===== config.mk =====
export PLATFORM = sky130hd
export DESIGN_NAME = count_ctrl
export DESIGN_NICKNAME = d
export VERILOG_FILES = /design/src/rtl/count_ctrl_pkg.sv /design/src/rtl/btn_debounce.sv /design/src/rtl/count_ctrl.sv
export SDC_FILE = /design/constraint.sdc
export NUM_CORES = 1
export LEC_CHECK = 0
export ABC_AREA = 1
export ABC_CLOCK_PERIOD_IN_PS = 2200
export CAP_MARGIN = 30
export CORE_ASPECT_RATIO = 0.5
export CORE_MARGIN = 10
export CORE_UTILIZATION = 65
export CTS_CLUSTER_SIZE = 24
export DETAILED_ROUTE_END_ITERATION = 16
export HOLD_SLACK_MARGIN = 0.15
export PLACE_DENSITY = 0.84
export SYNTH_ARGS = -nofsm -noshare
export SYNTH_HDL_FRONTEND = slang
export SYNTH_HIERARCHICAL = 1
export SYNTH_SLANG_ARGS = --single-unit

===== constraint.sdc =====
create_clock -name clk -period 2.2 [get_ports clk]
set_clock_uncertainty 0.05 [all_clocks]
set_input_delay 0.44 -clock clk [delete_from_list [all_inputs] [get_ports clk]]
set_output_delay 0.44 -clock clk [all_outputs]
set_load 0.005 [all_outputs]

===== src/rtl/count_ctrl_pkg.sv =====
// Shared FSM encodings for the run/pause/direction controller.
package count_ctrl_pkg;

  localparam int unsigned STATE_W = 2;

  typedef enum logic [STATE_W-1:0] {
    ST_IDLE  = 2'd0,
    ST_RUN   = 2'd1,
    ST_PAUSE = 2'd2,
    ST_HOLD  = 2'd3
  } state_t;

endpackage


===== src/rtl/btn_debounce.sv =====
// Raw push-button conditioning: 2-FF synchronizer, stability filter and
// one-cycle press pulse on the rising edge of the debounced level.
module btn_debounce #(
  parameter int unsigned DEB_CYCLES = 1000000
) (
  input  logic clk,
  input  logic rst,
  input  logic btn,
  output logic press
);

  localparam int unsigned CW = (DEB_CYCLES < 2) ? 1 : $clog2(DEB_CYCLES + 1);

  logic          sync1;
  logic          sync2;
  logic          live1;
  logic          live2;
  logic          armed;
  logic          level;
  logic          level_d;
  logic [CW-1:0] cnt;

  // armed blocks a press from a button already held when reset was released;
  // it needs one released sample seen through the synchronizer first.
  always_ff @(posedge clk or negedge rst) begin
    if (!rst) begin
      sync1   <= 1'b0;
      sync2   <= 1'b0;
      live1   <= 1'b0;
      live2   <= 1'b0;
      armed   <= 1'b0;
      level   <= 1'b0;
      level_d <= 1'b0;
      cnt     <= '0;
      press   <= 1'b0;
    end else begin
      sync1   <= btn;
      sync2   <= sync1;
      live1   <= 1'b1;
      live2   <= live1;
      level_d <= level;
      press   <= level & ~level_d & armed;

      if (live2 && !sync2) begin
        armed <= 1'b1;
      end

      if (sync2 == level) begin
        cnt <= '0;
      end else if (cnt == CW'(DEB_CYCLES - 1)) begin
        level <= sync2;
        cnt   <= '0;
      end else begin
        cnt <= cnt + CW'(1);
      end
    end
  end

endmodule


===== src/rtl/count_ctrl.sv =====
// Run/pause/direction controller for the display counter: debounces three
// buttons and gates the 1 Hz tick into count-enable, direction and clear.
module count_ctrl
  import count_ctrl_pkg::*;
#(
  parameter int unsigned CNT_W      = 4,
  parameter int unsigned CNT_MAX    = 9,
  parameter bit          WRAP       = 1'b1,
  parameter int unsigned DEB_CYCLES = 1000000
) (
  input  logic               clk,
  input  logic               rst,
  input  logic               tick,
  input  logic               btn_run,
  input  logic               btn_dir,
  input  logic               btn_clr,
  input  logic [CNT_W-1:0]   count,
  output logic               cnt_en,
  output logic               up_down,
  output logic               cnt_clr,
  output logic [STATE_W-1:0] state,
  output logic               at_limit
);

  state_t state_q;
  logic   run_p;
  logic   dir_p;
  logic   clr_p;

  btn_debounce #(.DEB_CYCLES(DEB_CYCLES)) u_deb_run (
    .clk(clk), .rst(rst), .btn(btn_run), .press(run_p)
  );
  btn_debounce #(.DEB_CYCLES(DEB_CYCLES)) u_deb_dir (
    .clk(clk), .rst(rst), .btn(btn_dir), .press(dir_p)
  );
  btn_debounce #(.DEB_CYCLES(DEB_CYCLES)) u_deb_clr (
    .clk(clk), .rst(rst), .btn(btn_clr), .press(clr_p)
  );

  assign at_limit = (up_down && (count == CNT_W'(CNT_MAX))) ||
                    (!up_down && (count == '0));

  // Built from registered state so a tick coinciding with a press still sees
  // the pre-press state and direction.
  assign cnt_en = tick && (state_q == ST_RUN) && (WRAP || !at_limit) && !cnt_clr;

  assign state = state_q;

  // Clear has priority; direction toggles alongside any run transition.
  always_ff @(posedge clk or negedge rst) begin
    if (!rst) begin
      state_q <= ST_IDLE;
      up_down <= 1'b1;
      cnt_clr <= 1'b0;
    end else begin
      cnt_clr <= 1'b0;
      if (clr_p) begin
        state_q <= ST_IDLE;
        up_down <= 1'b1;
        cnt_clr <= 1'b1;
      end else begin
        case (state_q)
          ST_IDLE: begin
            if (run_p) state_q <= ST_RUN;
            if (dir_p) up_down <= ~up_down;
          end
          ST_RUN: begin
            if (run_p) begin
              state_q <= ST_PAUSE;
            end else if (!WRAP && tick && at_limit) begin
              state_q <= ST_HOLD;
            end
            if (dir_p) up_down <= ~up_down;
          end
          ST_PAUSE: begin
            if (run_p) state_q <= ST_RUN;
            if (dir_p) up_down <= ~up_down;
          end
          ST_HOLD: begin
            if (dir_p) begin
              up_down <= ~up_down;
              state_q <= ST_PAUSE;
            end
          end
          default: state_q <= ST_IDLE;
        endcase
      end
    end
  end

endmodule


==> results of run 1 <==
## what timing repair did
| item | in CTS | in global routing |
|---|---|---|
| endpoints found under the hold margin | 27 | 0 |
| hold buffers | 1 | 0 |
| setup buffers | 0 | 1 |
| endpoints found under the setup margin | 0 | 1 |
## sequential cells by signal (all words and copies together) (netlist names), 2 cells and up
register	count
u_deb_clr/cnt	20
state	2
u_deb_dir/cnt	20
u_deb_run/cnt	20
## cells by family after synthesis
family	share of synthesized area
buffers and inverters	0.04995
adders and majority gates	0.008614
DFF	0.5056
AOI/OAI and AO/OA	0.02871
xor gates and xnor gates	0.06546
other	0.002584
and+or+nand+nor	0.3391
## synth_stat cells, types with 9 or more instances
| master | count | share of area |
|---|---|---|
| nor3_1 | 12 | 0.014 |
| nor2_2 | 21 | 0.030 |
| nor2_1 | 116 | 0.10 |
| inv_1 | 54 | 0.047 |
| o21ai_0 | 13 | 0.015 |
| nand2_1 | 86 | 0.074 |
| dfrtp_1 | 87 | 0.50 |
| nand3_1 | 35 | 0.040 |
| nand4_1 | 12 | 0.017 |
| nand2_2 | 16 | 0.023 |
| xor2_1 | 21 | 0.042 |
| a21oi_1 | 9 | 0.010 |
## cells in the final DEF, fill, tap and decap left out, drive strengths merged
| master | Yosys | layout |
|---|---|---|
| dfstp | 1 | 1 |
| clkinv | 0 | 3 |
| nand3 | 39 | 39 |
| inv | 58 | 60 |
| and3 | 1 | 1 |
| nand4 | 12 | 12 |
| nor3 | 12 | 12 |
| xnor2 | 6 | 6 |
| xor2 | 24 | 24 |
| o21ai | 16 | 16 |
| nand3b | 3 | 3 |
| conb | 3 | 3 |
| buf | 0 | 4 |
| nor2 | 141 | 141 |
| a21oi | 9 | 9 |
| clkinvlp | 0 | 1 |
| dlygate4sd3 | 0 | 1 |
| clkdlybuf4s50 | 0 | 14 |
| nor3b | 6 | 6 |
| clkbuf | 0 | 10 |
| nand2 | 102 | 102 |
| or2 | 3 | 3 |
| dfrtp | 87 | 87 |
| ha | 3 | 3 |
## power by group
part | switching [W] | internal (W) | total, W | leakage (nW)
clock network | 0.000644 | 0.000779 | 0.00142 | 0.134
registers | 0.0000150 | 0.00164 | 0.00166 | 1.18
logic | 0.0000741 | 0.0000381 | 0.000112 | 0.851
## worst paths after layout
kind	slack [ps]	startpoint	cells past startpoint	to
max	50	count[0]	4	at_limit
min	300	u_deb_run/sync1	0	u_deb_run/sync2
max reg2reg	520	u_deb_run/cnt[0]	6	u_deb_run/cnt[5]
min reg2reg	300	u_deb_run/sync1	0	u_deb_run/sync2
max in group asynchronous	960	rst	3	u_deb_run/cnt[13]
min in group asynchronous	520	rst	2	state[1]
## cell type report
| cell class | count | share of cell area |
|---|---|---|
| Sequential cell | 88 | 0.4459 |
| Multi-Input combinational cell | 380 | 0.3920 |
| Clock buffer | 10 | 0.04634 |
| Inverter | 58 | 0.04406 |
| Timing Repair Buffer | 19 | 0.03900 |
| Tap cell | 88 | 0.02228 |
| Clock inverter | 6 | 0.01038 |
## stage by stage
stage                     setup WS (ps)  total power [W]  TNS [ps]  instance area, µm²
final                             52.22         0.003193         0                4941
after global routing             -2.943         0.003323    -2.943                4941
after CTS                         31.72         0.003224         0                4933
after detailed placement          35.04         0.001801         0                4643
after global placement            74.71         0.001796         0                4643
after floorplan                   848.4         0.001729         0                4358
## critical path, cell delays in order
cell             delay [ps]
clkdlybuf4s50_1         410
o21ai_0                 150
and3_1                  160
clkdlybuf4s50_1         500
## routing by layer
metal	vias to the layer above	track usage	wire length, µm
met5	-	0	0
met4	0	0.05662	95
met3	9	0.04627	589
met2	127	0.2587	3741
met1	1623	0.2319	4002
li1	1714	-	-
==> out/metrics.cfg, run 1 <==
[outcome]
outcome=completed

[place]
dp.cells=631
io_buffer_count=15
dp_hpwl_um=5966
routabilityCongestion=0.8604

[routing]
viasPerCell=5.351
drt_pass1_iterations=5
first_iter_violations=411
ant_nets=0
wl_um=8428
drc=0
vias=3473
routedWlPerCell_um=12.99

[sta]
hold_viol=0
whs_ps=301.7
period_share=0.9763
report.final.slew_viol_count=0
fin_crit_ps=2148
setup_viol_count_final=0
timing.fmax_ghz=0.4656

[synth]
synthesis.nets=539
async_flop_share=1.000
syn_area_um2=4358
synth.avg_cell_area_um2=8.285
synth-seq-area-share=0.5056
ys.flop_type=dfrtp_1
syn_inst=526
synth_edf_count=0
ys_types=25
synth-seq-cells=88
ys.warnings.count=6

[clocking]
cts_buffer_depth=2
cts.sinks=88
htree_levels=3
worstSkewPairLatency_ps=340
root_buffer=clkbuf_16
cts-resized-gates=0
clk_pin_slew_ps=70
cts_buffers=9
tritoncts=built

[job]
cap_violations=0

[setup_path]
worstPathMaxFanout=2
crit_type=in -> out
cp-start-kind=primary input
cp.arrival_ps=1660
required_ps=1710
endpoint_kind=output pin

[die]
io_pins=16
fp-row-count=20
dieArea_um2=10580
die_h_um=77.90
start_util=0.6938
die_w_um=135.8
core_area_um2=6281

[finish]
regArea_um2=2203
diodes=0
fillers=413
final_cells=649
layout.nets=569
final_util=0.7867
multiInputGateArea_um2=1937
drive_gt1_frac=0.1283
area_delta_synth_final_pct=13.38

[power_and_ir_drop]
vdd_drop_max_mv=0.4512
powerDensity_nw_per_um2=646.1
leakagePower_nw=2.160

[global_route]
gr-total-overflow=0
grt.total_usage=0.1708
grt_pass1_wl_um=14990
grt_max_degree=40
antenna_found_initial=0
grt_pass1_vias=3282

[min_path]
worst_hold_path_type=reg -> reg

No activity file was read; power rests on OpenSTA's default activity.
==> inputs of run 2 (changes only) <==
- CTS_CLUSTER_SIZE: 24 -> default
==> results of run 2 <==
Same layout as run 1: the final DEF is identical, and so are final timing and power.
